## config.mk

```make
export PLATFORM = sky130hd
export DESIGN_NAME = traffic_timer
export DESIGN_NICKNAME = d
export VERILOG_FILES = /design/src/rtl/traffic_timer.sv
export SDC_FILE = /design/constraint.sdc
export NUM_CORES = 1
export LEC_CHECK = 0
export CORE_AREA = 2 2 39 41
export CTS_BUF_LIST = sky130_fd_sc_hd__clkbuf_8
export CTS_CLUSTER_SIZE = 8
export DETAILED_ROUTE_END_ITERATION = 10
export DIE_AREA = 0 0 41 43
export DONT_BUFFER_PORTS = 1
export PLACE_DENSITY = 0.67
export SLEW_MARGIN = 40
export SYNTH_ARGS = -nofsm -noshare
export SYNTH_HDL_FRONTEND = slang
export SYNTH_SLANG_ARGS = --single-unit
```

## constraint.sdc

```tcl
create_clock -name Clk -period 1.47 [get_ports Clk]
set_input_delay 0.2205 -clock Clk [delete_from_list [all_inputs] [get_ports Clk]]
set_output_delay 0.2205 -clock Clk [all_outputs]
set_load 0.02 [all_outputs]
```

## src/rtl/traffic_timer.sv

```systemverilog
// traffic_timer: interval timer for a traffic-light controller.
// A prescaler divides Clk into ticks; a saturating tick counter measured
// from the last ST (or reset) drives the TS/TL level flags. Separately,
// the side-road car sensor is synchronized and debounced into C.
module traffic_timer #(
  parameter int unsigned PRESCALE    = 4,
  parameter int unsigned SHORT_TICKS = 3,
  parameter int unsigned LONG_TICKS  = 6,
  parameter int unsigned DEBOUNCE    = 3
) (
  input  logic Clk,
  input  logic reset,
  input  logic ST,
  input  logic C_raw,
  output logic TS,
  output logic TL,
  output logic C
);

  // A PRESCALE of 1 would give a zero-width prescaler; keep one bit, held at 0.
  localparam int unsigned PW = (PRESCALE > 1) ? $clog2(PRESCALE) : 1;
  localparam int unsigned DW = $clog2(DEBOUNCE + 1);

  localparam logic [PW-1:0] PRESC_LAST = PW'(PRESCALE - 1);
  localparam logic [7:0]    SHORT_CNT  = 8'(SHORT_TICKS);
  localparam logic [7:0]    LONG_CNT   = 8'(LONG_TICKS);
  localparam logic [DW-1:0] DEB_LAST   = DW'(DEBOUNCE - 1);

  logic [PW-1:0] presc_q, presc_d;
  logic [7:0]    cnt_q, cnt_d;
  logic          tick;

  logic          sync_meta_q, sync_meta_d;
  logic          sync_q, sync_d;
  logic [DW-1:0] deb_q, deb_d;
  logic          c_q, c_d;

  // Timer next-state: ST restarts the interval and wins over a coincident tick;
  // the tick counter stops at LONG_TICKS so TS/TL stay up until restarted.
  always_comb begin
    tick    = (presc_q == PRESC_LAST);
    presc_d = presc_q;
    cnt_d   = cnt_q;
    if (ST) begin
      presc_d = '0;
      cnt_d   = '0;
    end else begin
      presc_d = tick ? '0 : presc_q + PW'(1);
      if (tick && (cnt_q < LONG_CNT)) begin
        cnt_d = cnt_q + 8'd1;
      end
    end
  end

  // Sensor next-state: two-flop synchronizer, then C follows the synchronized
  // value only after it has disagreed with C for DEBOUNCE consecutive cycles.
  always_comb begin
    sync_meta_d = C_raw;
    sync_d      = sync_meta_q;
    deb_d       = deb_q;
    c_d         = c_q;
    if (sync_q == c_q) begin
      deb_d = '0;
    end else if (deb_q == DEB_LAST) begin
      c_d   = sync_q;
      deb_d = '0;
    end else begin
      deb_d = deb_q + DW'(1);
    end
  end

  // State registers with synchronous reset overriding ST, tick and the sensor.
  always_ff @(posedge Clk) begin
    if (reset) begin
      presc_q     <= '0;
      cnt_q       <= '0;
      sync_meta_q <= 1'b0;
      sync_q      <= 1'b0;
      deb_q       <= '0;
      c_q         <= 1'b0;
    end else begin
      presc_q     <= presc_d;
      cnt_q       <= cnt_d;
      sync_meta_q <= sync_meta_d;
      sync_q      <= sync_d;
      deb_q       <= deb_d;
      c_q         <= c_d;
    end
  end

  // Level flags decoded purely from the registered tick count.
  always_comb begin
    TS = (cnt_q >= SHORT_CNT);
    TL = (cnt_q >= LONG_CNT);
    C  = c_q;
  end

endmodule

```

==> impl_metrics.toml <==
[timing]
finalCriticalPeriod_ns = 1.38
finalClockSkew_ns = 0.00374
unrepaired_setup_endpoints_after_global_routing = "false"
worst_slew_pin_slew_ns = 0.303
maxSlewViolCount = 0
finalSetupViolations = 0
timing_hold_violations_final = 0
post-route-period-util = 0.939
max-slew-margin-rel = 0.797
total_negative_slack_ns = 0
timing.fmax_mhz = 724

[grt]
pin_count_of_the_biggest_net_entering_global_routing = 9
grt.busiest_layer = "met2"
grt_antenna_before_repair = 0
first_global_vias = 400
grt_use_met1 = 0.165
grt_met2_usage = 0.181
met3_routing_resource_usage_after_global_routing = 0.0471
grt_remaining_overflow = 0
groute.usage.overall = 0.137
grt_pass1_wl_mm = 1.55

[power_and_ir_drop]
power_frac_seq = 0.558
clkPwrFrac = 0.423
power.density_mw_per_mm2 = 1140
sw_frac_of_total = 0.189
p_switching_uw = 141
worst_ir_drop_vdd_mv = 0.501
power.combinational.fraction = 0.020
internal_power_uw = 605
leakage_uw = 0.000270

[logic_synthesis]
synthesized_net_count = 65
post-synth-top-area-cell = "sky130_fd_sc_hd__dfxtp_1"
synth.top_cells.by_count = "15 x sky130_fd_sc_hd__dfxtp_1, 8 x sky130_fd_sc_hd__nor2_1, 4 x sky130_fd_sc_hd__and2_1, 4 x sky130_fd_sc_hd__ha_1, 3 x sky130_fd_sc_hd__nor2b_1"
synth_sequential_area_ratio = 0.508
synth_seq_cells = 15
area_fraction_in_compound_gates_after_synthesis = 0.0551
syn_area_sq_um = 591
synthFlopType = "sky130_fd_sc_hd__dfxtp_1"
synth_cell_types = 26
synthesis.yosys.warnings = 0
post-synth-top-area-fraction = 0.508
async_flop_share = 0
post_synth_xor_area_fraction = 0.0148
yosys.area_share.simple = 0.280
synth-adder-area-share = 0.0847
synth_mux_area_frac = 0.0360
synth_edf_count = 0
ys_top_cells_by_area = "sky130_fd_sc_hd__dfxtp_1 51%, sky130_fd_sc_hd__ha_1 8.5%, sky130_fd_sc_hd__nor2_1 5.1%"
main_combinational_cell_family_by_area_after_synthesis = "simple AND/OR/NAND/NOR gates"
synth_area_per_cell_sq_um = 10.4
synth.most_common_cell = "sky130_fd_sc_hd__dfxtp_1"
postSynthCellCount = 57

[die]
die_height_um = 43
core_sq_mm = 0.00138
floorplan.initialDensity = 0.427
core.rowCount = 14
i_o_pin_count = 7
die_x_um = 41
die-area_sq_mm = 0.00176

[cts]
cts.htree.levels = 1
clockBufferDepth = 2
clkTransAtPathRegs_ns = 0.05
cts_root_buf = "sky130_fd_sc_hd__clkbuf_8"
cts-buffers-inserted = 3
cts_tree = "built"
post-cts-setup-buffers = 0
cts_num_sinks = 15
clock_latency_of_the_later_clocked_register_in_the_worst_skew_pair_ns = 0.24

[worst_setup_path]
cp-start-kind = "register"
worst_setup_path_end_kind = "output port"
cp_slowest_stage_delay_ns = 0.34
crit_buf_inv = 1
critical_path.max_fanout = 3
cp_top_family = "flip-flops"
setup.worst_path.class = "register to output port"
ordered_cell_list_for_the_critical_path = "inv_1, ha_1, o21ai_1, nand3_1"
worstPathRequired_ns = 1.25
slowest_stage = "sky130_fd_sc_hd__dfxtp_2"
worstPathArrival_ns = 1.16

[drt]
route.final.wire_length_um = 818
detailroute.via_count = 380
detail_route.drc_violations = 0
vias_per_cell = 5.00
initialDrtViolationCount = 3
drtAntennaViolNets = 0
routed_wire_length_per_instance_um = 10.8
first_pass_iters = 3

[hold_path]
worstHoldPathType = "primary input to register"

[placement]
place_congestion = 0.613
placement.cell_area_sq_um = 606
place.port_buffers = 0

[final_layout]
postLayoutCellArea_sq_um = 652
drive_gt1_frac = 0.150
insertedDiodeCount = 0
fillers = 129
layout_overhead_on_the_synthesized_area_pct = 10.4
design.final.nets = 69

[flow_run]
max_cap_violations = 0

[outcome]
outcome = "finished clean"
## cells in the final DEF, fill, tap and decap left out, types with 2 or more instances in the layout
cell type                   n
sky130_fd_sc_hd__dfxtp_1   14
sky130_fd_sc_hd__nor2_1     8
sky130_fd_sc_hd__and2_1     4
sky130_fd_sc_hd__ha_1       4
sky130_fd_sc_hd__inv_1      3
sky130_fd_sc_hd__nor2b_1    3
sky130_fd_sc_hd__clkbuf_8   3
sky130_fd_sc_hd__nand3_1    2
## layout make-up
cell class	count	area [sq um]	share of cell area
Tap cell	16	20.0	0.0307
Sequential cell	15	302	0.463
Clock inverter	1	3.75	0.00576
Inverter	2	7.51	0.0115
Clock buffer	3	41.3	0.0633
Multi-Input combinational cell	39	278	0.426
## path summary, 6_finish.rpt
path / depth (start not counted) / endpoint / slack [ns] / start
setup reg to reg: 3 / cnt_q[0] / 0.30 / cnt_q[3]
hold reg to reg: 1 / deb_q[0] / 0.41 / deb_q[0]
setup / recovery: 4 / TL / 0.09 / cnt_q[0]
hold / removal: 1 / sync_d / 0.04 / reset
## stage by stage
step / total power [uW] / cells / util / worst slack, ns / hold slack, ns
floorplan: 437 / 57 / - / 0.358 / 0.292
global placement: 439 / 72 / 0.438 / 0.267 / 0.294
detailed placement: 440 / 72 / 0.438 / 0.261 / 0.296
CTS: 756 / 76 / 0.471 / 0.0317 / 0.0369
global route: 791 / 76 / 0.471 / 0.00569 / 0.0300
finish: 745 / 76 / 0.471 / 0.0890 / 0.0427
## power by group through the flow
stage                     Combinational, uW  Clock, uW  Sequential [uW]
after global routing                   17.4        357              416
after CTS                              15.1        325              416
final                                  14.8        315              415
after floorplan                        13.5          0              424
after detailed placement               15.1          0              424
after global placement                 14.5          0              424
## flip-flops by register name (all words and copies together) (netlist names)
signal   flops
sync_q       1
sync_d       1
C            1
deb_q        2
cnt_q        8
presc_q      2
## layer usage
metal	up-vias	wire, um
met5	-	0
met4	0	14
met3	2	23
met2	3	387
met1	175	392
li1	200	-
## what timing repair did
action                     CTS  global route
setup endpoints to repair    1             1
resized for setup            1             1
hold buffers                 0             0
## cell families after synthesis
| group | after synthesis |
|---|---|
| XOR/XNOR | 1 |
| flip-flops | 15 |
| AO/OA/AOI/OAI | 4 |
| multiplexers | 2 |
| adder cells (fa/ha/maj) | 4 |
| AND/OR/NAND/NOR | 28 |
| buffers and inverters | 3 |
Power figures use the tool's default switching activity.
==> edit (config.mk and constraints unchanged) <==
`PRESCALE`: 4 -> 8.
--- a/src/rtl/traffic_timer.sv
+++ b/src/rtl/traffic_timer.sv
@@ -4,5 +4,5 @@
 // the side-road car sensor is synchronized and debounced into C.
 module traffic_timer #(
-  parameter int unsigned PRESCALE    = 4,
+  parameter int unsigned PRESCALE    = 8,
   parameter int unsigned SHORT_TICKS = 3,
   parameter int unsigned LONG_TICKS  = 6,
Function: same outputs for any inputs over 10 cycles, from zero or initial values and one cycle with reset high; that may be too few to reach the edited logic, so the function may still have changed.
==> edit against the unedited design <==
- clock skew decreased by 0.0026 ns
- setup slack improved by 0.0083 ns
- power increased by 2.9%
- area after synthesis increased by 11%
- critical path depth unchanged
- sequential cell count increased by 1
- largest power group unchanged
- non-clock buffer count increased by 1
- design area increased by 12%
- routed wire length increased by 3.9%
==> edit: results (changes against the unedited design) <==
Route
  – Vias/cell: 5.23 (was 5.00)
  – Vias: 424 (was 380)
  – TritonRoute pass-1 iters: 2 (was 3)
  – WL final: 850 um (was 818 um)
  – DR iter-0 viols: 3 (unchanged)

Placed design
  – GP Congestion: 0.637 (was 0.613)
  – Place WS: 0.108 ns (was 0.261 ns)
  – Area after DPL: 673 um2 (was 606 um2)
  – HPWL after detailed placement: 653 um
  – Dpl cells: 78 (was 72)

Final layout
  – Biggest regs: cnt_q (8), presc_q (3), deb_q (2) (was cnt_q (8), deb_q (2), presc_q (2))
  – Layout cells sized above 1: 16.9% (was 15.0%)
  – Filler instances: 131 (was 129)
  – Post-Route Utilization: 52.6% (was 47.1%)
  – Final net count: 76 (was 69)

Synth
  – Async SR Flop Fraction: 0% (unchanged)
  – Syn nets: 71 (was 65)
  – Synth area leaders: dfxtp_1 49%, ha_1 9.5%, and2_1 4.8%, nor2_1 4.6%, nor3b_1 3.4% (was dfxtp_1 51%, ha_1 8.5%, nor2_1 5.1%, and2_1 4.2%, nor2b_1 3.2%)
  – Top post-synthesis cells by count: 16 x dfxtp_1, 8 x nor2_1, 5 x and2_1, 5 x ha_1 (was 15 x dfxtp_1, 8 x nor2_1, 4 x and2_1, 4 x ha_1, 3 x nor2b_1)
  – Sequential share of the synthesized area: 48.8% (was 50.8%)
  – Synth Instances: 62 (was 57)
  – Post-synth cell types: 25 (was 26)

Critical path
  – Max stage delay cell, worst path: dfxtp_1 (was dfxtp_2)
  – CP arrival: 1.15 ns
  – RR Startpoint: presc_q[0] (was cnt_q[3])
  – Flop-to-flop setup slack: 0.12 ns (was 0.30 ns)
  – Largest stage delay, worst path: 0.36 ns (was 0.34 ns)
  – Worst r2r path cells: 5 (was 3)
  – Crit path max-delay family: flip-flops (unchanged)

GRT
  – GRT Total Usage: 12.7% (was 13.7%)
  – First-pass GRT wire length: 1450 um (was 1550 um)
  – Met2 usage: 16.6% (was 18.1%)
  – Vias in the first global route: 356 (was 400)
  – GR Util met1: 16.0% (was 16.5%)
  – Pin count of the biggest net entering global routing: 9 (unchanged)

CTS
  – CTS Root Cell: clkbuf_8 (unchanged)
  – Clk_lat worst skew: 0.24 ns (about the same)
  – H-tree depth: 1 (unchanged)
  – CTS buffer count: 3 (unchanged)

Pwr
  – Maximum vdd drop: 0.546 mV (was 0.501 mV)
  – Leak: 0.316 nW (was 0.270 nW)

Timing
  – Final worst clock skew: 0.00111 ns (was 0.00374 ns)
  – Hold WS: 0.0435 ns (was 0.0427 ns)
  – Slew margin rel.: 77.0% (was 79.7%)

Min path
  – Hold endpoint: C (was sync_d)
  – Worst Hold Launch: reset (unchanged)

Run status
  – Status: finished, final reports clean (unchanged)
-- edit: layout make-up --
type	count	share of cell area (%)
clock buffer	3	5.67
inverter	2	1.03
multi-input combinational	43	45.5
sequential	16	44.0
tap	16	2.75
timing repair buffer	1	1.03
-- edit: worst max path at each step --
| stage | to | cells after the start | slack (ns) | start |
|---|---|---|---|---|
| final | TL | 4 | 0.1 | cnt_q[0] |
| after global routing | cnt_q[0] | 5 | 0.02 | presc_q[0] |
| after CTS | TL | 4 | 0.02 | cnt_q[0] |
| after detailed placement | cnt_q[0] | 5 | 0.11 | presc_q[0] |
| after global placement | cnt_q[0] | 5 | 0.18 | presc_q[0] |
| after floorplan | cnt_q[0] | 5 | 0.15 | presc_q[0] |
-- edit: worst register-to-register path: cells and delay by family (launching register included) --
family	cells	cell delay, ns
adders and majority gates	2	0.30
DFF	1	0.33
AOI/OAI and AO/OA	2	0.35
and+or+nand+nor	1	0.26
-- edit: timing repair --
| action | CTS | global route |
|---|---|---|
| hold buffers | 0 | 0 |
| endpoints found under the hold margin | 0 | 0 |
| setup buffers | 0 | 0 |
| resized for setup | 0 | 4 |
| endpoints found under the setup margin | 0 | 2 |
-- edit: where the power goes --
part,switching [mW],total (mW),internal (mW)
Clock,0.129,0.310,0.181
Combinational,0.00725,0.0144,0.00716
Sequential,0.00247,0.442,0.440
-- edit: cells by family after synthesis --
kind of cell / synth area share, %
buffers and inverters: 2.86
flip-flops: 48.8
AND/OR/NAND/NOR: 30.1
multiplexers: 1.52
AO/OA/AOI/OAI: 5.91
XOR/XNOR: 1.33
adder cells (fa/ha/maj): 9.52
-- edit: per-layer routing --
metal  vias up  wire (um)
met5         -          0
met4         0         21
met3         4         41
met2         8        366
met1       189        420
li1        223          -
